File: config.mk
export PLATFORM = sky130hd
export DESIGN_NAME = logaritm_discret_flat
export DESIGN_NICKNAME = d
export VERILOG_FILES = /design/src/rtl/logaritm_pkg.sv /design/src/rtl/logaritm_discret_if.sv /design/src/rtl/pas_log.sv /design/src/rtl/logaritm_discret.sv /design/src/flat_wrapper.sv
export SDC_FILE = /design/constraint.sdc
export NUM_CORES = 1
export LEC_CHECK = 0
export CORE_MARGIN = 2
export CORE_UTILIZATION = 40
export CTS_CLUSTER_SIZE = 10
export DETAILED_ROUTE_END_ITERATION = 10
export HOLD_SLACK_MARGIN = 0.06
export REMOVE_ABC_BUFFERS = 1
export SLEW_MARGIN = 10
export SYNTH_ARGS = -nofsm -noshare
export SYNTH_HDL_FRONTEND = slang
export SYNTH_SLANG_ARGS = --single-unit
File: constraint.sdc
create_clock -name Clk -period 13.8 [get_ports Clk]
set_input_delay 2.76 -clock Clk [delete_from_list [all_inputs] [get_ports Clk]]
set_output_delay 2.76 -clock Clk [all_outputs]
set_load 0.01 [all_outputs]
File: src/rtl/logaritm_pkg.sv
// logaritm_pkg: shared types and constants for the integer-logarithm unit.
//   state_t  : FSM encoding (IDLE=0, CALC=1, DONE=2)
//   WX/WM/WN : default widths of X (and running power P), base M, result N
//   BASE_MIN : smallest legal base
package logaritm_pkg;

    localparam int WX = 16;
    localparam int WM = 4;
    localparam int WN = 4;

    localparam logic [WM-1:0] BASE_MIN = 4'd2;

    typedef enum logic [1:0] {
        IDLE = 2'd0,
        CALC = 2'd1,
        DONE = 2'd2
    } state_t;

endpackage

File: src/rtl/logaritm_discret_if.sv
// logaritm_discret_if: start/ack request bus of the integer-logarithm unit.
//   master : drives start, X, M; observes ack, busy, N, exact, err (and R)
//   slave  : the logarithm unit itself
// R is present only when LOGARITM_REST_EN is defined.
interface logaritm_discret_if;
    import logaritm_pkg::*;

    logic          start;
    logic [WX-1:0] X;
    logic [WM-1:0] M;
    logic          ack;
    logic          busy;
    logic [WN-1:0] N;
    logic          exact;
    logic          err;
`ifdef LOGARITM_REST_EN
    logic [WX-1:0] R;

    modport master (output start, X, M, input ack, busy, N, exact, err, R);
    modport slave  (input start, X, M, output ack, busy, N, exact, err, R);
`else
    modport master (output start, X, M, input ack, busy, N, exact, err);
    modport slave  (input start, X, M, output ack, busy, N, exact, err);
`endif

endinterface

File: src/rtl/pas_log.sv
// pas_log: one combinational step of the logarithm search.
//   p, mr : running power and latched base
//   xr    : latched operand
//   prod  : p*mr at full WX+WM width (never wraps)
//   le    : prod <= xr, i.e. one more multiplication still fits
module pas_log
    import logaritm_pkg::*;
(
    input  logic [WX-1:0]    p,
    input  logic [WM-1:0]    mr,
    input  logic [WX-1:0]    xr,
    output logic [WX+WM-1:0] prod,
    output logic             le
);

    assign prod = {{WM{1'b0}}, p} * {{WX{1'b0}}, mr};
    assign le   = (prod <= {{WM{1'b0}}, xr});

endmodule

File: src/rtl/logaritm_discret.sv
// logaritm_discret: sequential floor(log_M X) by repeated multiplication from 1.
//   Clk, Rst_n : clock, asynchronous active-low reset
//   bus        : slave side of logaritm_discret_if (start/X/M in,
//                ack/busy/N/exact/err[/R] out)
// Optional: LOGARITM_REST_EN adds the remainder output R = X - M^N.
module logaritm_discret
    import logaritm_pkg::*;
(
    input  logic                Clk,
    input  logic                Rst_n,
    logaritm_discret_if.slave   bus
);

    state_t          state, state_d;
    logic [WX-1:0]   xr, xr_d;
    logic [WM-1:0]   mr, mr_d;
    logic [WX-1:0]   p, p_d;
    logic [WN-1:0]   n, n_d;
    logic            exact, exact_d;
    logic            err, err_d;
    logic            ack, ack_d;
    logic            busy, busy_d;
    logic [WX+WM-1:0] prod;
    logic            le;
`ifdef LOGARITM_REST_EN
    logic [WX-1:0]   r, r_d;
`endif

    pas_log u_pas (
        .p    (p),
        .mr   (mr),
        .xr   (xr),
        .prod (prod),
        .le   (le)
    );

    always_ff @(posedge Clk or negedge Rst_n) begin
        if (!Rst_n) begin
            state <= IDLE;
            xr    <= '0;
            mr    <= '0;
            p     <= '0;
            n     <= '0;
            exact <= 1'b0;
            err   <= 1'b0;
            ack   <= 1'b0;
            busy  <= 1'b0;
`ifdef LOGARITM_REST_EN
            r     <= '0;
`endif
        end else begin
            state <= state_d;
            xr    <= xr_d;
            mr    <= mr_d;
            p     <= p_d;
            n     <= n_d;
            exact <= exact_d;
            err   <= err_d;
            ack   <= ack_d;
            busy  <= busy_d;
`ifdef LOGARITM_REST_EN
            r     <= r_d;
`endif
        end
    end

    always_comb begin
        state_d = state;
        xr_d    = xr;
        mr_d    = mr;
        p_d     = p;
        n_d     = n;
        exact_d = exact;
        err_d   = err;
        ack_d   = 1'b0;     // ack is a single-cycle pulse
        busy_d  = busy;
`ifdef LOGARITM_REST_EN
        r_d     = r;
`endif
        case (state)
            IDLE: begin
                if (bus.start) begin
                    xr_d    = bus.X;
                    mr_d    = bus.M;
                    p_d     = {{(WX-1){1'b0}}, 1'b1};
                    n_d     = '0;
                    exact_d = 1'b0;
                    err_d   = 1'b0;
                    busy_d  = 1'b1;
                    // Base 0/1 never grows and log of 0 is undefined:
                    // report immediately without entering CALC.
                    if (bus.M < BASE_MIN || bus.X == '0) begin
                        err_d   = 1'b1;
                        busy_d  = 1'b0;
                        ack_d   = 1'b1;
`ifdef LOGARITM_REST_EN
                        r_d     = '0;
`endif
                        state_d = DONE;
                    end else begin
                        state_d = CALC;
                    end
                end
            end
            CALC: begin
                if (le) begin
                    p_d = prod[WX-1:0];
                    n_d = n + 1'b1;
                end else begin
                    exact_d = (p == xr);
                    ack_d   = 1'b1;
                    busy_d  = 1'b0;
`ifdef LOGARITM_REST_EN
                    r_d     = xr - p;
`endif
                    state_d = DONE;
                end
            end
            DONE:    state_d = IDLE;
            default: state_d = IDLE;
        endcase
    end

    assign bus.ack   = ack;
    assign bus.busy  = busy;
    assign bus.N     = n;
    assign bus.exact = exact;
    assign bus.err   = err;
`ifdef LOGARITM_REST_EN
    assign bus.R     = r;
`endif

endmodule

File: src/flat_wrapper.sv
// flat-port wrapper written by rule: the top's interface ports become plain ports
module logaritm_discret_flat import logaritm_pkg::*;
  (Clk, Rst_n, bus_start, bus_X, bus_M, bus_ack, bus_busy, bus_N, bus_exact, bus_err);
  logaritm_discret_if bus_i ();
  input  logic Clk;
  input  logic Rst_n;
  input wire logic [$bits(bus_i.start)-1:0] bus_start;
  input wire logic [$bits(bus_i.X)-1:0] bus_X;
  input wire logic [$bits(bus_i.M)-1:0] bus_M;
  output wire logic [$bits(bus_i.ack)-1:0] bus_ack;
  output wire logic [$bits(bus_i.busy)-1:0] bus_busy;
  output wire logic [$bits(bus_i.N)-1:0] bus_N;
  output wire logic [$bits(bus_i.exact)-1:0] bus_exact;
  output wire logic [$bits(bus_i.err)-1:0] bus_err;
  assign bus_i.start = bus_start;
  assign bus_i.X = bus_X;
  assign bus_i.M = bus_M;
  assign bus_ack = bus_i.ack;
  assign bus_busy = bus_i.busy;
  assign bus_N = bus_i.N;
  assign bus_exact = bus_i.exact;
  assign bus_err = bus_i.err;
  logaritm_discret u_core (.Clk(Clk), .Rst_n(Rst_n), .bus(bus_i));
endmodule
==> summary.txt <==
POWER AND IR DROP
--------------------------------------------------------------------------------------
Power density over the cells                                               178 nW/um^2
Psw                                                                           0.426 mW
Part of the power in the clock network                                           13.3%
VDD IR max                                                                     97.6 uV
Internal power                                                                0.498 mW
Combinational share of power                                                     58.1%
Static leakage power                                                           2.44 nW
Sequential share of power                                                        28.6%
Switching share of power                                                         46.1%

SYNTH
--------------------------------------------------------------------------------------
Number of warnings printed during yosys synthesis                                    0
Most used standard cells in the synthesized netlist                       77 x sky130_fd_sc_hd__nand2_1, 71 x sky130_fd_sc_hd__inv_1, 53 x sky130_fd_sc_hd__and2_1, 46 x sky130_fd_sc_hd__dfrtp_1, 41 x sky130_fd_sc_hd__ha_1
Largest cells by area after synthesis                                     sky130_fd_sc_hd__dfrtp_1 25%, sky130_fd_sc_hd__fa_1 12%, sky130_fd_sc_hd__ha_1 11%, sky130_fd_sc_hd__and2_1 7.2%, sky130_fd_sc_hd__nand2_1 6.2%
Summed instance area of the synthesized netlist                              4630 um^2
Synth Instances                                                                    536
Synthesis-stage register bit count                                                  46
Post-synthesis cell type count                                                      56
Commonest register cell after synthesis                                   sky130_fd_sc_hd__dfrtp_1
Count of flip-flops with a built-in enable after synthesis                           0
Async SR Flop Fraction                                                            100%
Most frequent cell after synthesis                                        sky130_fd_sc_hd__nand2_1
Sequential-to-total area share from yosys stat                                   24.9%
Library cell with the largest summed area after synthesis                 sky130_fd_sc_hd__dfrtp_1
Area share of the leading cell type in the synthesized netlist                   24.9%
Mean instance size in the synthesized netlist                                8.63 um^2

DIE
--------------------------------------------------------------------------------------
Die ar.                                                                    12,400 um^2
Vert. Die Dim                                                                   112 um
Count of boundary I/O pins                                                          31
Core Rows                                                                           39
Initial cell density of the core                                                 40.7%
Core Region                                                                11,400 um^2
Horizontal extent of the die                                                    112 um

SETUP PATH
--------------------------------------------------------------------------------------
Type of the setup path with the least slack                               register to register
Required arrival time at the worst endpoint                                  13,970 ps
Startpoint types                                                              register
CP max FO                                                                           27
Endpoint class of the critical path                                           register
Data arrival time of the critical path                                         6370 ps
Most repeated library cell on the critical path                           sky130_fd_sc_hd__o21ai_0
Logic depth of the worst register-to-register path                                  20
Delay of the slowest cell on the worst path                                     560 ps
Critical-path cell with the highest stage delay                           sky130_fd_sc_hd__dfrtp_1
R2R setup slack                                                                7610 ps
Critical path, cell by cell                                               and2_1 -> fa_1 -> inv_1 -> fa_1 -> inv_1 -> ha_1 -> o211ai_1 -> o211ai_1 -> o21ai_0 -> o21a_1 -> o21ai_0 -> xor2_1 -> ha_1 -> a21oi_1 -> o21ai_0 -> a2111oi_0 -> a31oi_1 -> a2111oi_4 -> nand4_4 -> mux2_4

CLOCKING
--------------------------------------------------------------------------------------
Clock latency of the later-clocked register in the worst-skew pair              290 ps
TritonCTS clock tree                                                               yes
Max H-tree Level                                                                     2
Number of buffers inserted for hold repair after clock tree synthesis                0
Clock slew at the register clock pins of the worst setup and hold paths          60 ps
Number of setup buffers added after CTS                                              0
Resized Gates After CTS                                                              0
Clock sink count                                                                    46
Worst-case clock buffer depth                                                        2
Clk Tree Root Cell                                                        sky130_fd_sc_hd__clkbuf_16
Clock buffer count from CTS                                                          5

TIMING
--------------------------------------------------------------------------------------
RSZ-0062 raised after global routing                                                no
Setup-failing EPs final                                                              0
Final slew viol count                                                                0
Slew margin rel.                                                                 32.3%
Final TNS setup                                                                   0 ps
F_max                                                                          161 MHz
Share of the clock period used by the worst path                                 44.9%
Time the worst path needs with I/O delays and setup                            6190 ps
Worst Skew                                                                     4.71 ps
Hold violation total from the final report                                           0
Slew of the pin with the lowest slew margin                                    1020 ps

DRT
--------------------------------------------------------------------------------------
Antenna Violating Nets Remaining                                                     0
# DRC                                                                                0
Routed wire length                                                           10,900 um
First-iteration detailed-routing DRC count                                         161
Count of vias placed by the detailed router                                      3,753
Post-DR vias/cell                                                                 5.34
Wire per inst                                                                  15.5 um
First-pass detailed-route iteration total                                            4

GRT
--------------------------------------------------------------------------------------
All-layer global routing usage                                                   18.3%
Pin count of the biggest net entering global routing                                47
Met3 GRT Util                                                                    1.69%
Met1 global-route usage                                                          26.1%
Global-route wire length before repair                                       18,300 um
Overflow left after global routing                                                   0
Met2 track utilization from global routing                                       29.6%
Via count of the first global-routing pass                                       3,659
Antenna violations before repair                                                     0
Most congested layer reported by global routing                                   met2

CELLS AND AREA
--------------------------------------------------------------------------------------
# diodes                                                                             0
Area of the multi-input gates                                                3140 um^2
Share of cells above drive strength 1                                            5.54%
Sequential cell area                                                         1150 um^2
Fillers                                                                          1,110
Final instance count without filler cells                                          703
Synth-to-layout area growth                                                      12.2%
Fin nets                                                                           651

MIN PATH
--------------------------------------------------------------------------------------
Tightest Hold Check Type                                                  register to register
Number of instances on the worst hold path                                           1

PLACEMENT
--------------------------------------------------------------------------------------
HPWL after DPL                                                                 8680 um
Final RePlAce weighted congestion                                                0.844
Number of I/O port buffers                                                          30
Count of placed standard cells including taps                                      695

RUN
--------------------------------------------------------------------------------------
Number of max-cap violations                                                         0

STATUS
--------------------------------------------------------------------------------------
Run status                                                                complete, no violations

## worst max-delay path: cells and delay by family, from the launching register on
family | cells | cell delay, ps
XOR/XNOR | 1 | 280
flip-flops | 1 | 560
buffers and inverters | 2 | 100
AO/OA/AOI/OAI | 10 | 2290
adder cells (fa/ha/maj) | 4 | 1700
multiplexers | 1 | 430
AND/OR/NAND/NOR | 2 | 700
## cell usage in the layout (no fill, tap or decap), types with 3 or more instances in the layout
master	netlist	layout
sky130_fd_sc_hd__xor2_1	3	3
sky130_fd_sc_hd__and2_1	53	53
sky130_fd_sc_hd__nor2_1	8	8
sky130_fd_sc_hd__ha_1	41	41
sky130_fd_sc_hd__a21o_1	5	5
sky130_fd_sc_hd__nand2_1	77	77
sky130_fd_sc_hd__a21oi_1	21	21
sky130_fd_sc_hd__and4_1	7	7
sky130_fd_sc_hd__nand3b_1	3	3
sky130_fd_sc_hd__nand3_1	18	18
sky130_fd_sc_hd__o21ai_0	38	38
sky130_fd_sc_hd__a211oi_1	4	4
sky130_fd_sc_hd__clkbuf_16	0	5
sky130_fd_sc_hd__fa_1	28	28
sky130_fd_sc_hd__nand2b_1	5	5
sky130_fd_sc_hd__o211ai_1	5	5
sky130_fd_sc_hd__nor4_1	6	6
sky130_fd_sc_hd__mux2_2	7	7
sky130_fd_sc_hd__nor2b_1	3	3
sky130_fd_sc_hd__o21a_1	5	5
sky130_fd_sc_hd__clkdlybuf4s50_1	0	29
sky130_fd_sc_hd__mux2_4	4	4
sky130_fd_sc_hd__inv_1	71	71
sky130_fd_sc_hd__xnor2_1	25	25
sky130_fd_sc_hd__nand4_1	6	6
sky130_fd_sc_hd__dfrtp_1	46	46
## sequential cells by signal (all words and copies together) (netlist names)
signal / count
u_core.bus.N: 4
u_core.bus.ack: 1
u_core.bus.busy: 1
u_core.bus.err: 1
u_core.bus.exact: 1
u_core.mr: 4
u_core.p: 16
u_core.state: 2
u_core.xr: 16
## cell type report
class / count / area share [%]
clock buffers: 6 / 2.67
clock inverters: 2 / 0.241
inverters: 71 / 5.13
multi-input cells: 404 / 60.5
flip-flops and latches: 46 / 22.2
well taps: 143 / 3.44
repair buffers: 31 / 5.83
## path summary, 6_finish.rpt
| kind | from | endpoint |
|---|---|---|
| setup / recovery | u_core.mr[3] | u_core.p[14] |
| hold / removal | u_core.bus.err | u_core.bus.err |
| setup reg to reg | u_core.mr[3] | u_core.p[14] |
| hold reg to reg | u_core.bus.err | u_core.bus.err |
| max in group asynchronous | Rst_n | u_core.p[14] |
| min in group asynchronous | Rst_n | u_core.xr[1] |
## power by group through the flow
stage | clock network, mW | logic [mW] | registers (mW)
global placement | 0 | 0.524 | 0.264
finish | 0.123 | 0.537 | 0.264
detailed placement | 0 | 0.538 | 0.267
CTS | 0.126 | 0.543 | 0.265
floorplan | 0 | 0.401 | 0.240
global route | 0.131 | 0.616 | 0.275
## through the flow
step	worst slack [ps]	util (%)	hold WS [ps]	instance area, um^2	power (mW)
after floorplan	8480	-	495	4560	0.641
after global placement	7940	44.3	482	5040	0.788
after detailed placement	7670	44.3	487	5040	0.805
after CTS	7640	45.7	506	5190	0.933
after global routing	6950	45.7	520	5190	1.02
final	7610	45.7	499	5190	0.924
## kinds of logic (layout without fill, tap and decap cells)
logic type               Yosys count  after routing  share of synthesized area (%)
XOR/XNOR                          28             28                           5.30
AND/OR/NAND/NOR                  199            199                           23.0
AO/OA/AOI/OAI                     96             96                           13.1
multiplexers                      12             12                           3.22
flip-flops                        46             46                           24.9
adder cells (fa/ha/maj)           69             69                           23.2
buffers and inverters             86            110                           7.33
## per-layer routing
layer,share of wire [%],wire (um)
met1,49,5290
met2,47,5080
met3,2.9,318
met4,1.9,208
met5,0,0
No activity file was read; power rests on OpenSTA's default activity.
